==> config.mk <==
export PLATFORM = sky130hd
export DESIGN_NAME = mem_stage
export DESIGN_NICKNAME = d
export VERILOG_FILES = /design/src/rtl/rv32i_types.sv /design/src/rtl/mem_stage_mask_gen.sv /design/src/rtl/mem_stage.sv
export SDC_FILE = /design/constraint.sdc
export NUM_CORES = 1
export LEC_CHECK = 0
export ABC_AREA = 1
export ABC_CLOCK_PERIOD_IN_PS = 1100
export CAP_MARGIN = 20
export CORE_AREA = 2 2 140 142
export DETAILED_ROUTE_END_ITERATION = 7
export DIE_AREA = 0 0 142 144
export GPL_TIMING_DRIVEN = 0
export PLACE_DENSITY = 0.68
export SYNTH_ARGS = -nofsm -noshare
export SYNTH_HDL_FRONTEND = slang
export SYNTH_SLANG_ARGS = --single-unit
==> constraint.sdc <==
create_clock -name clk -period 1.1 [get_ports clk]
set_input_delay 0.22 -clock clk [delete_from_list [all_inputs] [get_ports clk]]
set_output_delay 0.22 -clock clk [all_outputs]
set_load 0.02 [all_outputs]
==> src/rtl/rv32i_types.sv <==
// Shared rv32i pipeline types used by the memory-access stage.
package rv32i_types;

   // Memory stage FSM: waiting for nothing, or for one outstanding response.
   typedef enum logic {
      IDLE = 1'b0,
      WAIT = 1'b1
   } mem_state_t;

   // Load funct3 encodings. Stores reuse the low encodings: sb=MEM_B, sh=MEM_H, sw=MEM_W.
   typedef enum logic [2:0] {
      MEM_B  = 3'b000,
      MEM_H  = 3'b001,
      MEM_W  = 3'b010,
      MEM_BU = 3'b100,
      MEM_HU = 3'b101
   } mem_f3_t;

   typedef struct packed {
      logic       regf_we;
      logic [1:0] wb_sel;
   } wb_ctrl_t;

   typedef struct packed {
      logic        valid;
      logic [31:0] alu_out;
      logic [31:0] rs2_v;
      logic [2:0]  funct3;
      logic        mem_read;
      logic        mem_write;
      logic        br_en;
      logic [31:0] u_imm;
      logic [4:0]  rd_s;
      wb_ctrl_t    wb_ctrl;
   } ex_mem_stage_reg_t;

   typedef struct packed {
      logic        valid;
      logic [31:0] alu_out_s;
      logic        br_en;
      logic [31:0] u_imm;
      logic [4:0]  rd_s;
      wb_ctrl_t    wb_ctrl;
      logic [31:0] dmem_addr_s;
      logic [31:0] dmem_rdata_s;
      logic        misalign_s;
   } mem_wb_stage_reg_t;

endpackage

==> src/rtl/mem_stage_mask_gen.sv <==
// Byte-lane mask, store-data shift and alignment check for one memory op.
module mem_mask_gen
   import rv32i_types::*;
(
   input  logic [2:0]  funct3,
   input  logic [1:0]  off,
   input  logic        mem_read,
   input  logic        mem_write,
   input  logic [31:0] rs2_v,
   output logic [3:0]  rmask,
   output logic [3:0]  wmask,
   output logic [31:0] wdata,
   output logic        misalign
);

   logic [3:0] base;
   logic       bad_align;

   // Access size from funct3; unknown encodings are treated as word accesses.
   always_comb begin
      base      = 4'b1111;
      bad_align = (off != 2'b00);
      case (funct3)
         MEM_B, MEM_BU: begin
            base      = 4'b0001;
            bad_align = 1'b0;
         end
         MEM_H, MEM_HU: begin
            base      = 4'b0011;
            bad_align = off[0];
         end
         default: ;
      endcase
   end

   assign rmask    = mem_read  ? (base << off) : 4'b0000;
   assign wmask    = mem_write ? (base << off) : 4'b0000;
   assign wdata    = rs2_v << {off, 3'b000};
   assign misalign = (mem_read | mem_write) & bad_align;

endmodule

==> src/rtl/mem_stage.sv <==
// Memory-access stage: issues one masked dmem request per load/store,
// stalls until the response, and registers the result towards writeback.
//
// Handshake: a request is presented (nonzero mask) for exactly the single IDLE
// cycle in which it is issued; the memory answers with a one-cycle dmem_resp
// pulse no earlier than the following cycle, and dmem_resp is only honoured in
// WAIT. While mem_stall=1 upstream holds ex_mem_reg stable.
module mem_stage
   import rv32i_types::*;
(
   input  logic              clk,
   input  logic              rst,
   input  ex_mem_stage_reg_t ex_mem_reg,
   output logic [31:0]       dmem_addr,
   output logic [3:0]        dmem_rmask,
   output logic [3:0]        dmem_wmask,
   output logic [31:0]       dmem_wdata,
   input  logic [31:0]       dmem_rdata,
   input  logic              dmem_resp,
   output logic              mem_stall,
   output mem_wb_stage_reg_t mem_wb_reg
);

   mem_state_t        state, state_next;
   logic              mem_op, issue, commit;
   logic [3:0]        rmask, wmask;
   logic [31:0]       wdata;
   logic              misalign;
   mem_wb_stage_reg_t wb_next;

   mem_mask_gen u_mask_gen (
      .funct3    (ex_mem_reg.funct3),
      .off       (ex_mem_reg.alu_out[1:0]),
      .mem_read  (ex_mem_reg.mem_read),
      .mem_write (ex_mem_reg.mem_write),
      .rs2_v     (ex_mem_reg.rs2_v),
      .rmask     (rmask),
      .wmask     (wmask),
      .wdata     (wdata),
      .misalign  (misalign)
   );

   assign mem_op = ex_mem_reg.valid & (ex_mem_reg.mem_read | ex_mem_reg.mem_write);

   // Next state, stall, and whether the writeback register takes a commit this cycle.
   always_comb begin
      state_next = state;
      mem_stall  = 1'b0;
      issue      = 1'b0;
      commit     = 1'b0;
      if (!rst) begin
         case (state)
            IDLE: begin
               if (mem_op && !misalign) begin
                  issue      = 1'b1;
                  mem_stall  = 1'b1;
                  state_next = WAIT;
               end else begin
                  commit = 1'b1;
               end
            end
            WAIT: begin
               if (dmem_resp) begin
                  commit     = 1'b1;
                  state_next = IDLE;
               end else begin
                  mem_stall = 1'b1;
               end
            end
            default: state_next = IDLE;
         endcase
      end
   end

   // The bus is quiet (all zero) outside the issue cycle, including address and data.
   assign dmem_addr  = issue ? {ex_mem_reg.alu_out[31:2], 2'b00} : 32'h0;
   assign dmem_rmask = issue ? rmask : 4'b0000;
   assign dmem_wmask = issue ? wmask : 4'b0000;
   assign dmem_wdata = issue ? wdata : 32'h0;

   // Writeback payload; a misaligned memory op is passed on with its register write killed.
   always_comb begin
      wb_next                 = '0;
      wb_next.valid           = ex_mem_reg.valid;
      wb_next.alu_out_s       = ex_mem_reg.alu_out;
      wb_next.br_en           = ex_mem_reg.br_en;
      wb_next.u_imm           = ex_mem_reg.u_imm;
      wb_next.rd_s            = ex_mem_reg.rd_s;
      wb_next.wb_ctrl         = ex_mem_reg.wb_ctrl;
      wb_next.wb_ctrl.regf_we = ex_mem_reg.wb_ctrl.regf_we & ~(mem_op & misalign);
      wb_next.dmem_addr_s     = ex_mem_reg.alu_out;
      wb_next.dmem_rdata_s    = (state == WAIT && ex_mem_reg.mem_read) ? dmem_rdata : 32'h0;
      wb_next.misalign_s      = mem_op & misalign;
   end

   // State register and writeback register; non-commit cycles insert a bubble.
   always_ff @(posedge clk) begin
      if (rst) begin
         state      <= IDLE;
         mem_wb_reg <= '0;
      end else begin
         state <= state_next;
         if (commit) mem_wb_reg <= wb_next;
         else        mem_wb_reg <= '0;
      end
   end

endmodule

## Yosys cells after proc, flatten, opt, wreduce, memory -nomap -nowiden

Cells that the tools add are included.
Widths: inputs -> output; s select.

| cells by class | value |
|---|---|
| add/subtract/negate cells | 0 |
| $mul | 0 |
| divide/modulo/power cells | 0 |
| order comparisons | 0 |
| equality and inequality tests | 3 |
| shifts and indexed selects | 2 |
| mux-type cells | 18 |
| bitwise operators | 9 |
| reduce and logical (&&, ||, !) cells | 9 |

Operators by type and width:

| cell | count |
|---|---|
| $mux 32 | 2 |
| $shl 32x5->32 | 1 |
| $mux 4 | 4 |
| $mux 1 | 8 |
| $pmux 4 s2 | 1 |
| $eq 3x3->1 const B | 2 |
| $pmux 1 s2 | 3 |
| $reduce_or 2->1 | 3 |
| $and 1x1->1 | 4 |
| $not 1->1 | 4 |
| $shl 4x2->4 | 1 |
| $eq 3x1->1 const B | 1 |
| $logic_not 3->1 | 1 |
| $reduce_or 3->1 | 1 |
| $logic_and 1x1->1 | 2 |
| $reduce_bool 2->1 | 1 |
| $logic_not 1->1 | 1 |
| $or 1x1->1 | 1 |

| storage, ports and cells | value |
|---|---|
| flip-flop bits (word level) | 108 |
| latch bits | 0 |
| RAM bits | 0 |
| ROM bits | 0 |
| input port bits | 146 |
| output and inout port bits | 212 |
| word-level logic and storage cells | 51 |
| memories | 0 |

## Longest topological paths before layout

Gate-level depths: netlist of run 1.

| logic depth | value |
|---|---|
| word-level depth | 11 |
| depth in mapped cells | 9 |
| depth with buffers taken out | 6 |

## Modules after synthesis

A second synthesis of run 1 with hierarchy kept.

| second synthesis, totals | value |
|---|---|
| cells, all modules | 680 |
| area, all modules | 5181.2 um2 |

By module, submodules not included:

| module | times used | cells an instance | area each (um2) | seq. area each (um2) |
|---|---|---|---|---|
| mem_stage | 1 | 498 | 4314.1 | 2162.1 |
| mem_mask_gen | 1 | 182 | 867.1 | 0.0 |

## Worst setup path before layout of run 1

Ideal clock, no wire load.

| timing path | value |
|---|---|
| kind | input to output |
| start point | input ex_mem_reg[78] (netlist bit) |
| end point | output dmem_wdata[24] |
| data arrival time | 1238 ps |
| required time | 880 ps |
| setup slack | -358 ps |
| stages on the path | 7 |
| path buffers | 2 |
| cell sequence | buf_6 > nor2_4 > nand2_1 > nand2_2 > nand3_1 > buf_2 > a21oi_1 |

| between the ends | value |
|---|---|
| word-level cells in the longest chain between the ends | 9 |
| elaborated cells between the ends (all ways) | 10 |
| those cells by class | shift: 1; mux: 5; bitwise: 1; reduce/logical: 3 |

Ends and longest elaborated chain:

| item | RTL line | text |
|---|---|---|
| start, declared | mem_stage.sv:13 | `input ex_mem_stage_reg_t ex_mem_reg,` |
| $reduce_bool 2->1 | mem_stage_mask_gen.sv:22 | `bad_align = (off != 2'b00);` |
| $pmux 1 s2 | mem_stage_mask_gen.sv:23 | `case (funct3)` |
| $and 1x1->1 | mem_stage_mask_gen.sv:39 | `assign misalign = (mem_read \| mem_write) & bad_align;` |
| $logic_not 1->1 | mem_stage.sv:54 | `if (mem_op && !misalign) begin` |
| $logic_and 1x1->1 | mem_stage.sv:54 |  |
| $mux 1 | mem_stage.sv:54 |  |
| $mux 1 | mem_stage.sv:52 | `case (state)` |
| $mux 1 | mem_stage.sv:51 | `if (!rst) begin` |
| $mux 32 (*) | mem_stage.sv:79 | `assign dmem_wdata = issue ? wdata : 32'h0;` |
| end, declared | mem_stage.sv:17 | `output logic [31:0] dmem_wdata,` |

Every way passes the cells marked *; elsewhere a longest branch is shown, timed or not.

## Final worst setup path of run 1

| timing path | value |
|---|---|
| start point | register state |
| end point | output dmem_wdata[27] |

| between the ends | value |
|---|---|
| word-level cells in the longest chain between the ends | 3 |

Ends and longest elaborated chain:

| item | RTL line | text |
|---|---|---|
| start, declared | mem_stage.sv:24 | `mem_state_t state, state_next;` |
| start signal, assigned | mem_stage.sv:102 | `state <= state_next;` |
| $mux 1 | mem_stage.sv:52 |  |
| $mux 1 | mem_stage.sv:51 |  |
| $mux 32 | mem_stage.sv:79 |  |

Every way passes these cells.

==> flow_metrics.tcl, run 1 <==
set metrics [dict create \
    status "complete, but fails checks" \
    violations "setup timing" \
    crit_fanout 5 \
    first_iter_violations 126 \
    area_growth_syn_to_layout_pct 104 \
    insertion_delay_ns 0.35 \
    cts-root-buf "clkbuf_16" \
    cts_tree "yes" \
    drt_first_pass_iters 4 \
    final_cells 1221 \
    fp.dieH_um 144 \
    ys_top_cells_by_area "dfxtp_1 (45%), nor2_4 (14%), inv_1 (9.5%)" \
    gr-total-overflow 0 \
    final_max_slew_viol_count 0 \
    largest_reg_flops 107 \
    fill_cells 1807 \
    final_util 0.516 \
    worstMarginPinSlew_ns 0.514 \
    h-tree-depth 3 \
    peakVddDrop_mv 0.645 \
    clk_path_buf_depth 2 \
    ys_async_sr_fraction 0 \
    io_buffers 353 \
    io_pins 358 \
    worstSetupPathType "reg -> out" \
    crit_chain "nor3_4 > nand3_4 > buf_8 > buf_12 > a21oi_4 > buf_6" \
    p_per_area_nw_per_um2 1090 \
    diodes 0 \
    fp.dieW_um 142 \
    routedWlPerCell_um 15.4 \
    period_share 1.67 \
    end_kind "output port" \
    hold_viol 0 \
    pre_cts_ws_ns -1.64 \
    numCtsBuffers 9 \
    crit_arrival_ns 1.61 \
    crit_required_ns 0.88 \
    syn_area_per_cell_sq_um 8.13 \
    final_cell_mix "clkdlybuf4s50_1 (137), inv_1 (121), buf_6 (104)" \
    hold_ws_ns 0.127 \
    core_sq_um 19100 \
    gp_congestion 0.888 \
    dp_hpwl_um 14100 \
    yosysTopAreaCell "dfxtp_1" \
    cts_sinks 108 \
    crit_path_max_incr_delay_ns 0.34 \
    fmax_mhz 546 \
    maxCapViolCount 0 \
    drc 0 \
    synth_cell_types 24 \
    netlist_instances 595 \
    timing.slew.headroom 0.657 \
    ys_seq_elements 108 \
    cpMaxStageDelayCell "dfxtp_2" \
    cp-start-kind "flip-flop" \
    drtAntennaViolNets 0 \
    placed_cells 1187 \
    min_period_ns 1.83 \
    grt_use_total 0.172 \
    r2r_slack_ns -0.44 \
    synth-edff-count 0 \
    grt_pass1_vias 4592 \
    grt_max_degree 22 \
    final_nets 1124 \
    drive_gt1_frac 0.516 \
    syn-cell-area_sq_um 4840 \
    routed_wl_um 18800 \
    grt_pass1_wl_um 26700 \
    setup_ws_ns -0.732 \
    synth_seq_area_share 0.447 \
    via_per_inst 4.04 \
    antenna_found_initial 0 \
    fin_skew_ns 0.00952 \
    total_power_uw 10700 \
    dieArea_sq_um 20400 \
    cts_hold_buf 0 \
    fp-row-count 51 \
    layout_commonest_cell "clkdlybuf4s50_1" \
    leakagePower_uw 0.00464 \
    vias 4937 \
    initial_core_util 0.253 \
    r2r_cells 9 \
    hold_class "in -> reg" \
    ys_warn_count 0 \
    setup_violations 174 \
    yosys.area.top_type_share 0.447 \
    synth_ff_type "dfxtp_1" \
    path_clk_slew_ns 0.08 \
    min_path_cells 2 \
    rsz0062_at_grt "yes" \
]
==> metal layers <==
layer | up-vias | wire length [um] | global-route usage | part of all wire
met3 | 14 | 1390 | 0.0434 | 0.074
met1 | 2240 | 7330 | 0.200 | 0.39
li1 | 2461 | - | - | -
met4 | 0 | 204 | 0.0384 | 0.011
met5 | - | 0 | 0 | 0
met2 | 222 | 9840 | 0.316 | 0.52
==> cell usage after synthesis, types with 2 or more instances <==
master and instances:
inv_1 123, nor2_1 112, dfxtp_1 108, nor2_4 61
nand2_1 54, buf_4 34, o21ai_0 31, buf_2 11
clkbuf_1 11, nand3_1 11, a21oi_1 9, o211ai_1 9
buf_12 6, nand2_2 4, buf_6 2
==> critical path: cells and delay by family (launching register included) <==
| kind | cells | cell delay [ns] |
|---|---|---|
| buffers and inverters | 3 | 0.44 |
| DFF | 1 | 0.34 |
| AOI/OAI and AO/OA | 1 | 0.11 |
| and+or+nand+nor | 2 | 0.36 |
==> power by group <==
part / switching, uW / total [uW] / internal [uW]
Clock: 1690 / 3540 / 1860
Sequential: 89.1 / 4200 / 4110
Combinational: 1480 / 2980 / 1500
Total: 3260 / 10700 / 7470
==> logic make-up after synthesis <==
group | after synthesis | share of synthesized area
flops | 108 | 0.447
buf+inv | 188 | 0.198
compound gates | 50 | 0.0572
simple gates | 248 | 0.297
other cells | 1 | 0.000775
==> timing repair <==
| action | CTS | global route |
|---|---|---|
| gates resized for setup | 573 | 441 |
| gates cloned | 11 | 4 |
| setup endpoints to repair | 318 | 316 |
| buffers inserted | 21 | 12 |
| pin swaps | 4 | 5 |
==> final timing paths <==
path,startpoint,endpoint
hold reg to reg,state,mem_wb_reg[32]
setup reg to reg,state,mem_wb_reg[64]
setup / recovery,state,dmem_wdata[27]
hold / removal,rst,state
==> per-stage QoR <==
stage               TNS [ns]  cell area [sq um]
finish                -75.82               9840
global route          -87.45               9840
CTS                  -137.65              10300
detailed placement   -209.58               9040
global placement     -206.91               9040
floorplan             -22.76               5210
==> cell type report <==
cell class | instances | area, sq um | share of cell area
timing repair buffer | 394 | 3780 | 0.384
tap | 238 | 298 | 0.0302
clock inverter | 7 | 103 | 0.0104
multi-input combinational | 300 | 2270 | 0.230
sequential | 108 | 2210 | 0.224
inverter | 124 | 467 | 0.0474
clock buffer | 9 | 225 | 0.0229
buffer | 41 | 494 | 0.0502
Note: power is estimated with default switching activity, not from simulation.
==> run 2: changes to the inputs <==
--- a/config.mk
+++ b/config.mk
@@ -13,6 +13,7 @@
 export DIE_AREA = 0 0 142 144
 export GPL_TIMING_DRIVEN = 0
 export PLACE_DENSITY = 0.68
+export REMOVE_ABC_BUFFERS = 1
 export SYNTH_ARGS = -nofsm -noshare
 export SYNTH_HDL_FRONTEND = slang
 export SYNTH_SLANG_ARGS = --single-unit
==> flow_metrics.tcl, run 2 (same netlist as run 1, synthesis figures left out) <==
set metrics [dict create \
    area_growth_syn_to_layout_pct 101 \
    core_sq_um 19100 \
    p_clk_frac 0.302 \
    layout_commonest_cell "clkdlybuf4s50_1" \
    min_period_ns 1.84 \
    switching_share 0.309 \
    final_util 0.509 \
    final_nets 1107 \
    fp-row-count 51 \
    hold_class "in -> reg" \
    grt_pass1_wl_um 27000 \
    gp_congestion 0.810 \
    final_cell_mix "clkdlybuf4s50_1 (136), nor2_4 (130), inv_1 (119)" \
    crit_fanout 6 \
    fin_skew_ns 0.00970 \
    drc 0 \
    violations "setup timing" \
    period_share 1.67 \
    antenna_found_initial 1 \
    largest_reg_flops 107 \
    final_area_sq_um 9710 \
    drt_first_pass_iters 4 \
    status "complete, but fails checks" \
    h-tree-depth 3 \
    fmax_mhz 544 \
    grt_pass1_vias 4853 \
    routedWlPerCell_um 15.9 \
    fp.dieH_um 144 \
    p_seq_frac 0.406 \
    io_buffers 354 \
    p_per_area_nw_per_um2 1060 \
    cts_tree "yes" \
    place_area_sq_um 8300 \
    clk_path_buf_depth 2 \
    fp.dieW_um 142 \
    first_iter_violations 173 \
    initial_core_util 0.253 \
    p_int_uw 7110 \
    rsz0062_at_grt "yes" \
    combPwrFrac 0.291 \
    maxCapViolCount 0 \
    final_max_slew_viol_count 0 \
    end_kind "output port" \
    worstSetupPathType "reg -> out" \
    routed_wl_um 19100 \
    numCtsBuffers 9 \
    io_pins 358 \
    grt_use_total 0.174 \
    cts_sinks 108 \
    crit_required_ns 0.88 \
    vias 4996 \
    total_switching_power_uw 3170 \
    crit_arrival_ns 1.62 \
    drtAntennaViolNets 0 \
    via_per_inst 4.15 \
    dieArea_sq_um 20400 \
    cp-start-kind "flip-flop" \
    grt_max_degree 33 \
    drive_gt1_frac 0.496 \
    hold_viol 0 \
    setup_ws_ns -0.740 \
    insertion_delay_ns 0.35 \
    peakVddDrop_mv 0.575 \
    leakagePower_uw 0.00452 \
    dp_hpwl_um 11900 \
    gr-total-overflow 0 \
    setup_violations 145 \
    fill_cells 1778 \
    cts-root-buf "clkbuf_16" \
    path_clk_slew_ns 0.07 \
]
run 2: cell count changes in the layout (fill, tap and decap cells not counted), sizes merged, moves of 2 or more:
cell,change
buf,+38
clkinvlp,+5
nand3,+4
clkbuf,-59
inv,-2
run 2: worst paths after layout:
kind	start	to	slack (ns)	depth (start not counted)
max	state	dmem_wdata[10]	-0.74	7
min	rst	state	0.13	2
max reg2reg	state	mem_wb_reg[54]	-0.39	9
min reg2reg	state	mem_wb_reg[0]	0.73	4
run 2: power groups by stage:
stage	Clock [uW]	Sequential (uW)	Combinational, uW
2_1_floorplan	0	4590	809
3_3_place_gp	0	4260	2470
3_5_place_dp	0	4260	2420
4_1_cts	3210	4170	2790
5_1_grt	3350	4200	3180
6_report	3110	4180	3000
run 2: timing repair:
item | CTS | global route
cloned | 14 | 5
gates resized for setup | 1174 | 129
hold buffers | 0 | 0
pin swaps | 11 | 6
buffers inserted | 35 | 8
endpoints found under the setup margin | 318 | 219
run 2: per-layer routing:
metal	up-vias	track usage	wire, um
li1	2435	-	-
met3	22	0.0540	1470
met4	0	0.0432	293
met5	-	0	0
met2	230	0.303	9790
met1	2309	0.209	7570
run 2: worst max-delay path: stages (launching register included):
cell,delay (ns)
dfxtp_2,0.34
nor3_4,0.16
buf_6,0.14
buf_4,0.11
nand3_4,0.10
clkbuf_16,0.20
nor2_4,0.10
buf_6,0.12
run 2: per-stage QoR:
step	hold WS, ns	total power [uW]	setup slack (ns)	cells	TNS (ns)
2_1_floorplan	0.332	5400	-2.19	532	-279.32
3_3_place_gp	0.582	6730	-4.70	1124	-678.60
3_5_place_dp	0.576	6690	-2.83	1128	-338.95
4_1_cts	0.250	10200	-0.735	1192	-71.51
5_1_grt	0.118	10700	-0.815	1204	-85.22
6_report	0.126	10300	-0.740	1204	-75.29
run 2: cell type report:
type	count	area, sq um	share of cell area
Antenna cell	1	2.50	0.000258
Clock buffer	9	225	0.0232
Clock inverter	6	56.3	0.00580
Inverter	124	478	0.0492
Multi-Input combinational cell	304	2470	0.255
Sequential cell	108	2180	0.225
Tap cell	238	298	0.0307
Timing Repair Buffer	412	3980	0.410
Timing Repair inverter	2	15.0	0.00155
